===== config.mk =====
export PLATFORM = sky130hd
export DESIGN_NAME = bkm_bus_regfile
export DESIGN_NICKNAME = d
export VERILOG_FILES = /design/src/rtl/bkm_bus_regfile.sv
export SDC_FILE = /design/constraint.sdc
export NUM_CORES = 1
export LEC_CHECK = 0
export CORE_MARGIN = 3
export CORE_UTILIZATION = 31
export CTS_CLUSTER_SIZE = 40
export DETAILED_ROUTE_END_ITERATION = 12
export SETUP_SLACK_MARGIN = 0.15
export SYNTH_ARGS = -nofsm -noshare
export SYNTH_HDL_FRONTEND = slang
export SYNTH_SLANG_ARGS = --single-unit
export TNS_END_PERCENT = 30

===== constraint.sdc =====
create_clock -name clk_20mhz -period 2.27 [get_ports clk_20mhz]
set_input_delay 0.454 -clock clk_20mhz [delete_from_list [all_inputs] [get_ports clk_20mhz]]
set_output_delay 0.454 -clock clk_20mhz [all_outputs]
set_load 0.005 [all_outputs]

===== src/rtl/bkm_bus_regfile.sv =====
// Monitor-bus slave exposing NUM_REGS byte registers at BASE_ADDR, with auto-increment,
// local write port, maskable IRQ status and slot-mode gating. Optional: BKM_BUS_TIMEOUT_EN.
module bkm_bus_regfile #(
    parameter int          NUM_REGS       = 8,
    parameter logic [7:0]  BASE_ADDR      = 8'h00,
    parameter logic [7:0]  CARD_ID        = 8'h68,
    parameter int          SYNC_STAGES    = 2,
    parameter int          TIMEOUT_CYCLES = 1024,
    localparam int         IW             = $clog2(NUM_REGS)
) (
    input  logic                  clk_20mhz,
    input  logic                  reset_x,
    input  logic                  slot_x_int_x,
    input  logic                  clk_rw,
    input  logic                  ax_d,
    input  logic                  r_wx,
    input  logic [7:0]            data_in,
    output logic [7:0]            data_out,
    output logic                  data_oe_x,
    output logic                  int_x,
    output logic                  int_oe_x,
    input  logic                  loc_wr_en,
    input  logic [IW-1:0]         loc_wr_idx,
    input  logic [7:0]            loc_wr_data,
    input  logic [7:0]            irq_set,
    output logic [NUM_REGS*8-1:0] regs_flat,
    output logic                  bus_wr_pulse,
    output logic [IW-1:0]         bus_wr_idx,
    output logic [2:0]            dbg_state
);

    typedef enum logic [2:0] {
        ST_IDLE  = 3'd0,
        ST_ADDR  = 3'd1,
        ST_WRITE = 3'd2,
        ST_READ  = 3'd3,
        ST_WAIT  = 3'd4
    } state_t;

    if (NUM_REGS < 4 || NUM_REGS > 64 || SYNC_STAGES < 2 || TIMEOUT_CYCLES < 1) begin : g_bad_param
        $error("bkm_bus_regfile: parameter out of range");
    end

    state_t                  r_state;
    state_t                  w_state_nxt;
    logic [SYNC_STAGES-1:0]  r_sync;
    logic                    r_s_d;
    logic [7:0]              r_addr;
    logic [7:0]              r_regs [NUM_REGS];
    logic [7:0]              r_data_out;
    logic                    r_data_oe_x;
    logic [7:0]              r_presented;
    logic [7:0]              r_rd_set;
    logic                    r_rd_hit;
    logic [IW-1:0]           r_rd_idx;
    logic                    r_int_x;
    logic                    r_bus_wr_pulse;
    logic [IW-1:0]           r_bus_wr_idx;

    logic                    w_s, w_rise, w_fall;
    logic [7:0]              w_idx;
    logic [IW-1:0]           w_ridx;
    logic                    w_hit;
    logic                    w_busy;
    logic                    w_timeout;
    logic                    w_addr_cap, w_wr_commit, w_rd_start;
    logic                    w_data_end, w_rd_end, w_clr;
    logic                    w_loc_ok;
    logic [7:0]              w_addr_inc;
    logic [7:0]              w_rd_val;
    logic [7:0]              w_status_nxt;

    assign w_s    = r_sync[SYNC_STAGES-1];
    assign w_rise = w_s & ~r_s_d;
    assign w_fall = ~w_s & r_s_d;

    // Window test in 8 bits: addresses below BASE_ADDR wrap to large indices and miss.
    assign w_idx  = r_addr - BASE_ADDR;
    assign w_ridx = w_idx[IW-1:0];
    assign w_hit  = (w_idx < 8'(NUM_REGS));
    assign w_busy = (r_state == ST_ADDR) || (r_state == ST_WRITE) || (r_state == ST_READ);

`ifdef BKM_BUS_TIMEOUT_EN
    localparam int TW = $clog2(TIMEOUT_CYCLES + 1);
    logic [TW-1:0] r_to_cnt;

    always_ff @(posedge clk_20mhz) begin
        if (!reset_x) begin
            r_to_cnt <= '0;
        end else if (w_busy && !slot_x_int_x) begin
            r_to_cnt <= r_to_cnt + 1'b1;
        end else begin
            r_to_cnt <= '0;
        end
    end

    assign w_timeout = w_busy && !slot_x_int_x && (r_to_cnt == TW'(TIMEOUT_CYCLES - 1));
`else
    assign w_timeout = 1'b0;
`endif

    always_comb begin
        w_state_nxt = r_state;
        case (r_state)
            ST_IDLE:  if (w_rise) w_state_nxt = ax_d ? ST_ADDR : (r_wx ? ST_READ : ST_WRITE);
            ST_ADDR,
            ST_WRITE,
            ST_READ:  if (w_fall) w_state_nxt = ST_IDLE;
            ST_WAIT:  if (!w_s) w_state_nxt = ST_IDLE;
            default:  w_state_nxt = ST_IDLE;
        endcase
        if (w_timeout) w_state_nxt = ST_WAIT;
        if (slot_x_int_x) w_state_nxt = ST_IDLE;
    end

    always_ff @(posedge clk_20mhz) begin
        if (!reset_x) r_state <= ST_IDLE;
        else          r_state <= w_state_nxt;
    end

    assign w_addr_cap  = (r_state == ST_IDLE) && w_rise && ax_d && !slot_x_int_x;
    assign w_wr_commit = (r_state == ST_IDLE) && w_rise && !ax_d && !r_wx && w_hit
                         && (w_idx >= 8'd2) && !slot_x_int_x;
    assign w_rd_start  = (r_state == ST_IDLE) && w_rise && !ax_d && r_wx && !slot_x_int_x;
    assign w_data_end  = ((r_state == ST_WRITE) || (r_state == ST_READ)) && w_fall
                         && !slot_x_int_x && !w_timeout;
    assign w_rd_end    = (r_state == ST_READ) && w_fall && !slot_x_int_x && !w_timeout;
    assign w_clr       = w_rd_end && r_rd_hit && (r_rd_idx == IW'(1));

    assign w_addr_inc  = (w_hit && (w_idx == 8'(NUM_REGS - 1))) ? BASE_ADDR : r_addr + 8'd1;
    assign w_rd_val    = (w_idx == 8'd0) ? CARD_ID : r_regs[w_ridx];
    assign w_loc_ok    = loc_wr_en && (loc_wr_idx >= IW'(2)) && (int'(loc_wr_idx) < NUM_REGS);

    // Bits raised while the read was in flight must not be lost by the clear.
    always_comb begin
        w_status_nxt = r_regs[1] | irq_set;
        if (w_clr)     w_status_nxt = (r_regs[1] & ~r_presented) | irq_set | r_rd_set;
        if (w_timeout) w_status_nxt = w_status_nxt | 8'h80;
    end

    always_ff @(posedge clk_20mhz) begin
        if (!reset_x) begin
            r_sync         <= '0;
            r_s_d          <= 1'b0;
            r_addr         <= 8'h00;
            r_data_out     <= 8'h00;
            r_data_oe_x    <= 1'b1;
            r_presented    <= 8'h00;
            r_rd_set       <= 8'h00;
            r_rd_hit       <= 1'b0;
            r_rd_idx       <= '0;
            r_int_x        <= 1'b1;
            r_bus_wr_pulse <= 1'b0;
            r_bus_wr_idx   <= '0;
            for (int i = 0; i < NUM_REGS; i++) r_regs[i] <= 8'h00;
        end else begin
            r_sync         <= {r_sync[SYNC_STAGES-2:0], clk_rw};
            r_s_d          <= w_s;
            r_bus_wr_pulse <= w_wr_commit;
            if (w_wr_commit) r_bus_wr_idx <= w_ridx;

            if (w_addr_cap)      r_addr <= data_in;
            else if (w_data_end) r_addr <= w_addr_inc;

            // A bus commit to the same index in the same cycle beats the local port.
            for (int i = 2; i < NUM_REGS; i++) begin
                if (w_wr_commit && (w_ridx == IW'(i)))     r_regs[i] <= data_in;
                else if (w_loc_ok && (loc_wr_idx == IW'(i))) r_regs[i] <= loc_wr_data;
            end
            r_regs[1] <= w_status_nxt;

            if (w_rd_start) begin
                r_rd_set <= 8'h00;
                r_rd_hit <= w_hit;
                r_rd_idx <= w_ridx;
                if (w_hit) begin
                    r_data_out  <= w_rd_val;
                    r_presented <= w_rd_val;
                    r_data_oe_x <= 1'b0;
                end
            end else if (r_state == ST_READ) begin
                r_rd_set <= r_rd_set | irq_set;
            end
            if (w_rd_end || w_timeout || slot_x_int_x) r_data_oe_x <= 1'b1;

            r_int_x <= slot_x_int_x | ~|(r_regs[1] & r_regs[2]);
        end
    end

    for (genvar g = 0; g < NUM_REGS; g++) begin : g_flat
        assign regs_flat[8*g +: 8] = r_regs[g];
    end

    assign data_out     = r_data_out;
    assign data_oe_x    = r_data_oe_x | slot_x_int_x;
    assign int_x        = r_int_x;
    assign int_oe_x     = r_int_x;
    assign bus_wr_pulse = r_bus_wr_pulse;
    assign bus_wr_idx   = r_bus_wr_idx;
    assign dbg_state    = r_state;

endmodule


==> results of run 1 <==
## critical path: stages
cell and delay (ns):
clkdlybuf4s50_1 0.44, nor4b_2 0.27, buf_4 0.21, and4_2 0.30, nor3b_4 0.22, or3_4 0.21
## worst max-delay path by stage
| stage | startpoint | end | slack (ns) | cells after the start |
|---|---|---|---|---|
| after detailed placement | ax_d | r_regs[7][7]$_DFFE_PP_ | -0.21 | 6 |
| after floorplan | ax_d | r_regs[4][0]$_SDFFCE_PN0P_ | 0.16 | 6 |
| after CTS | ax_d | r_regs[7][7]$_DFFE_PP_ | 0.16 | 6 |
| after global routing | ax_d | r_regs[3][4]$_SDFFCE_PN0P_ | 0.14 | 6 |
| final | ax_d | r_regs[3][7]$_SDFFCE_PN0P_ | 0.23 | 6 |
| after global placement | ax_d | r_regs[7][1]$_DFFE_PP_ | -0.16 | 6 |
## cells in the final DEF, fill, tap and decap left out, types with 20 or more instances in the layout
cell type	synthesis	final
a22o_1	20	20
nand2_1	31	31
nand3_1	22	22
inv_1	24	24
o21ai_0	36	36
edfxtp_1	48	48
a21oi_1	55	55
dfxtp_1	50	50
clkdlybuf4s50_1	0	105
buf_4	13	41
## registers in the layout, summed over array words and instances, names as in the netlist, named ones only
signal / cells
r_regs: 56
r_addr: 8
r_presented: 8
r_rd_set: 8
bus_wr_idx: 3
r_rd_idx: 3
dbg_state: 2
r_sync: 2
bus_wr_pulse: 1
int_oe_x: 1
r_data_oe_x: 1
r_rd_hit: 1
r_s_d: 1
## kinds of logic after synthesis
| family | synth area share (%) |
|---|---|
| adders and majority gates | 1.49 |
| buffers and inverters | 5.78 |
| muxes | 7.77 |
| AOI/OAI and AO/OA | 21.1 |
| DFF | 48.6 |
| and+or+nand+nor | 15.1 |
| other | 0.0746 |
## repair_timing
action / in CTS / in global routing
resized for setup: 1 / 3
endpoints found under the setup margin: 1 / 27
pin swaps: 0 / 0
hold endpoints to repair: 0 / 0
## metal layers
layer	share of wire [%]	vias to the layer above	track usage (%)	routed length (microns)
li1	-	2096	-	-
met1	43	2220	24.0	7040
met2	47	221	29.2	7780
met3	7.3	32	4.57	1200
met4	2.8	0	6.97	464
met5	0	-	0	0
## per-stage QoR
stage	TNS (ns)	setup WS, ns	instance area [sq um]	hold WS (ns)	utilization, %
2_1_floorplan	0	0.155	5070	0.412	-
3_3_place_gp	-7.02	-0.162	6600	0.418	42.5
3_5_place_dp	-9.44	-0.212	6600	0.423	42.5
4_1_cts	0	0.157	6870	0.438	44.2
5_1_grt	0	0.137	6880	0.476	44.3
6_report	0	0.228	6880	0.432	44.3
## power groups by stage
stage | registers [mW] | clock network (mW) | logic [mW]
after global routing | 2.02 | 1.56 | 0.546
after detailed placement | 2.05 | 0 | 0.510
after CTS | 2.01 | 1.48 | 0.512
after floorplan | 2.03 | 0 | 0.173
after global placement | 2.05 | 0 | 0.503
final | 2.01 | 1.45 | 0.509
## layout make-up
cell class	count	area (sq um)	area share, %
timing repair buffer	152	1470	21.3
sequential	98	2440	35.5
clock inverter	5	38.8	0.564
clock buffer	11	233	3.38
tap	211	264	3.84
multi-input combinational	337	2340	34.1
inverter	24	90.1	1.31
==> flow_metrics.env, run 1 <==
export IMPL_cts_clk_slew_worst_paths_ns=0.07
export IMPL_cts_tree="built"
export IMPL_coreArea_sq_mm=0.0155
export IMPL_grt_pass1_wl_mm=25.4
export IMPL_dp_hpwl_mm=12.7
export IMPL_route_detailed_drc=0
export IMPL_viasPerCell=5.45
export IMPL_syn_area_sq_mm=0.00502
export IMPL_leakagePower_nw=2.54
export IMPL_grt_overflow_total=0
export IMPL_p_per_area_mw_per_mm2=577
export IMPL_cap_violations=0
export IMPL_routed_wl_mm=16.5
export IMPL_cp_arrival_ns=2.11
export IMPL_clkLatencyLatePin_ns=0.36
export IMPL_rsz0062_at_grt="true"
export IMPL_synthCells=490
export IMPL_period_minus_slack_ns=2.04
export IMPL_synth_area_per_cell_sq_um=10.3
export IMPL_combPwrFrac_pct=12.8
export IMPL_first_pass_iters=5
export IMPL_final_setup_viol_count=0
export IMPL_power_frac_clock_pct=36.6
export IMPL_die_y_microns=133
export IMPL_place_congestion=0.875
export IMPL_drt_iter0_markers=379
export IMPL_hp_start="r_sync[0]$_SDFF_PN0_"
export IMPL_dp_cells=822
export IMPL_synth_seq_cells=98
export IMPL_io_buffers=106
export IMPL_grt_pass1_vias=4507
export IMPL_antenna_left=0
export IMPL_seqPwrFrac_pct=50.6
export IMPL_wl_per_cell_microns=19.7
export IMPL_min_to="r_sync[1]$_SDFF_PN0_"
export IMPL_reg2regPathDepth=6
export IMPL_grt_max_degree=19
export IMPL_hold_path_depth=1
export IMPL_start_util_pct=32.3
export IMPL_cp_start_kind="input port"
export IMPL_synth_top_area_cell="edfxtp_1"
export IMPL_fmax_ghz=0.490
export IMPL_synth_top_area_share_pct=28.7
export IMPL_power_total_mw=3.97
export IMPL_yosys_most_used_dff="dfxtp_1"
export IMPL_synth_common_cells="a21oi_1, dfxtp_1, edfxtp_1, o21ai_0, nand2_1"
export IMPL_die_w_microns=133
export IMPL_switching_share_pct=25.0
export IMPL_cts_buffers=9
export IMPL_cts_sinks=98
export IMPL_ios=116
export IMPL_fin_crit_sh_pct=89.9
export IMPL_drv_slew=0
export IMPL_die_area_sq_mm=0.0178
export IMPL_r2r_setup_slack_ns=0.30
export IMPL_irDropWorstVdd_uv=490
export IMPL_synth_most_common_cell="a21oi_1"
export IMPL_cp_max_fo=10
export IMPL_yosysSeqAreaShare_pct=48.6
export IMPL_r2r_end="r_regs[6][1]$_DFFE_PP_"
export IMPL_cp_end_kind="flop"
export IMPL_cts_buffer_depth=2
export IMPL_clock_skew_ns=0.0124
export IMPL_vias=4569
export IMPL_cp_required_ns=2.34
export IMPL_fillers=1502
export IMPL_num_rows=45
export IMPL_nets=662
export IMPL_postSynth_asyncResetShare_pct=0
export IMPL_track_usage_pct=18.3
export IMPL_fin_cells=838
export IMPL_antenna_cells=0
export IMPL_post_cts_buffers=0
export IMPL_synth_distinct_cells=55
export IMPL_rr_startpoint="r_addr[1]$_SDFFE_PN0N_"
export IMPL_cts_root_buf="clkbuf_16"
export IMPL_drive_gt1_share_pct=14.0
export IMPL_p_sw_mw=0.991
export IMPL_yosys_warnings=0
export IMPL_area_growth_pct=37.0
export IMPL_synth_edf_count=48
export IMPL_hold_buffers=0
export IMPL_hold_viol=0
export IMPL_htreeDepth=3
export IMPL_critPathKind="in -> reg"
export IMPL_synth_area_top_cells="edfxtp_1, dfxtp_1, a21oi_1, o21ai_0, mux4_2"
export IMPL_antenna_found_initial=0
export IMPL_outcome="complete, no violations"
export IMPL_hold_class="reg -> reg"
export IMPL_internal_power_mw=2.98
export IMPL_relSlewSlack_pct=61.4
export IMPL_tightest_slew_ns=0.578
No activity file was read; power rests on OpenSTA's default activity.
==> run 2, diff against run 1 <==
Settings changed: CAP_MARGIN set to 20, CELL_PAD_IN_SITES_DETAIL_PLACEMENT set to 0, CELL_PAD_IN_SITES_GLOBAL_PLACEMENT set to 1, PLACE_DENSITY_LB_ADDON set to 0.1.
==> run 2 against run 1 <==
Via count decreased by 1.3%. Clock skew fell by 0.0034 ns. Maximum frequency is 1.4% higher. Sequential power hardly changed. Critical path type unchanged. Largest cell class unchanged. Highest routed layer unchanged.
==> flow_metrics.env, run 2 (synthesized netlist as in run 1, its figures left out) <==
export IMPL_drive_gt1_share_pct=16.2
export IMPL_relSlewSlack_pct=54.2
export IMPL_dp_cells=836
export IMPL_clock_skew_ns=0.00902
export IMPL_routed_wl_mm=16.7
export IMPL_post_place_ws_ns=-0.184
export IMPL_first_pass_iters=5
export IMPL_drv_slew=0
export IMPL_antenna_found_initial=0
export IMPL_path_common_cell="buf_4"
export IMPL_wl_per_cell_microns=19.7
export IMPL_tightest_slew_ns=0.681
export IMPL_cp_required_ns=2.33
export IMPL_dp_hpwl_mm=13.2
export IMPL_route_detailed_drc=0
export IMPL_ios=116
export IMPL_grt_pass1_vias=4460
export IMPL_hold_buffers=0
export IMPL_final_setup_viol_count=0
export IMPL_wl_met3_microns=823
export IMPL_cts_buffers=9
export IMPL_crit_path_cell_trace="clkdlybuf4s50_1 -> nor4b_4 -> and4_1 -> buf_4 -> nand4_4 -> nand3b_1 -> buf_4"
export IMPL_htreeDepth=3
export IMPL_period_minus_slack_ns=2.01
export IMPL_critPathKind="in -> reg"
export IMPL_cap_violations=0
export IMPL_hold_viol=0
export IMPL_regMostFlops="r_regs"
export IMPL_cp_end_kind="flop"
export IMPL_cp_start_kind="input port"
export IMPL_post_cts_resized=1
export IMPL_cts_buffer_depth=2
export IMPL_fillers=1494
export IMPL_cp_max_fo=5
export IMPL_vias=4508
export IMPL_largest_reg_flops=56
export IMPL_critPathSlowestCell="clkdlybuf4s50_1"
export IMPL_cp_slowest_stage_delay_ns=0.46
export IMPL_grt_max_degree=20
export IMPL_grt_overflow_total=0
export IMPL_cts_tree="built"
export IMPL_clkLatencyLatePin_ns=0.35
export IMPL_fin_ws_ns=0.256
export IMPL_track_usage_pct=18.9
export IMPL_cts_sinks=98
export IMPL_detailed_place_area_sq_mm=0.00670
export IMPL_final_area_sq_mm=0.00704
export IMPL_drt_iter0_markers=267
export IMPL_viasPerCell=5.29
export IMPL_post_cts_buffers=0
export IMPL_area_growth_pct=40.1
export IMPL_cp_arrival_ns=2.08
export IMPL_grt_pass1_wl_mm=25.9
export IMPL_coreArea_sq_mm=0.0155
export IMPL_antenna_cells=0
export IMPL_p_per_area_mw_per_mm2=591
export IMPL_rsz0062_at_grt="false"
export IMPL_mostFrequentLayoutCell="clkdlybuf4s50_1"
export IMPL_highest_layer="met4"
export IMPL_crit_family="simple AND/OR/NAND/NOR gates"
export IMPL_start_util_pct=32.3
export IMPL_irDropWorstVdd_uv=431
export IMPL_fin_cells=852
export IMPL_dr_wl_met2_mm=7.90
export IMPL_cts_root_buf="clkbuf_16"
export IMPL_die_area_sq_mm=0.0178
export IMPL_outcome="complete, no violations"
export IMPL_die_w_microns=133
export IMPL_cts_clk_slew_worst_paths_ns=0.07
export IMPL_antenna_left=0
export IMPL_hold_class="reg -> reg"
export IMPL_critical_path_buf_inv_count=3
export IMPL_leakagePower_nw=2.63
export IMPL_fmax_ghz=0.496
export IMPL_io_buffers=106
export IMPL_regArea_sq_mm=0.00244
export IMPL_final_cell_mix="clkdlybuf4s50_1, a21oi_1, buf_4"
export IMPL_fin_crit_sh_pct=88.7
export IMPL_power_total_mw=4.16
export IMPL_hold_ws_ns=0.436
export IMPL_num_rows=45
export IMPL_wl_met1_mm=7.67
export IMPL_die_y_microns=133
export IMPL_nets=676
export IMPL_place_congestion=0.828
export IMPL_multiInputGateArea_sq_mm=0.00235
run 2: worst paths after layout:
kind	from	to	slack, ns	depth (start not counted)
worst max-delay path	ax_d	r_regs[4][0]$_SDFFCE_PN0P_	0.26	7
worst min-delay path	r_sync[0]$_SDFF_PN0_	r_sync[1]$_SDFF_PN0_	0.44	1
worst max register to register	r_addr[1]$_SDFFE_PN0N_	r_regs[3][0]$_SDFFCE_PN0P_	0.28	5
worst min register to register	r_sync[0]$_SDFF_PN0_	r_sync[1]$_SDFF_PN0_	0.44	1
run 2: layout make-up:
class                   instances  share of cell area [%]
clock inverters                 7                    1.32
repair buffers                166                    22.3
multi-input cells             337                    33.4
well taps                     211                    3.75
clock buffers                   9                    3.20
inverters                      24                    1.28
flip-flops and latches         98                    34.7
run 2: routing by layer:
layer  track usage [%]  vias to the layer above
li1                  -                     2128
met5                 0                        -
met3              2.72                       22
met2              30.3                      145
met4              6.46                        0
met1              26.2                     2213
run 2: worst register-to-register path, cell delays in order, from the launching register on:
cell and delay, ns:
dfxtp_1 0.48, ha_1 0.33, ha_1 0.21, o21a_1 0.19, a211oi_4 0.08, or3_4 0.44
run 2: metrics by stage:
stage                     utilization [%]  setup TNS, ns
after CTS                            45.2              0
after global placement               43.1          -9.58
after detailed placement             43.1          -8.53
final                                45.3              0
after global routing                 45.3              0
after floorplan                         -              0
run 2: power by group:
group          leakage (nW)  internal, mW  switching [mW]
clock                 0.156         0.888           0.740
sequential            0.869          1.94          0.0694
combinational          1.61         0.292           0.229
total                  2.63          3.12            1.04
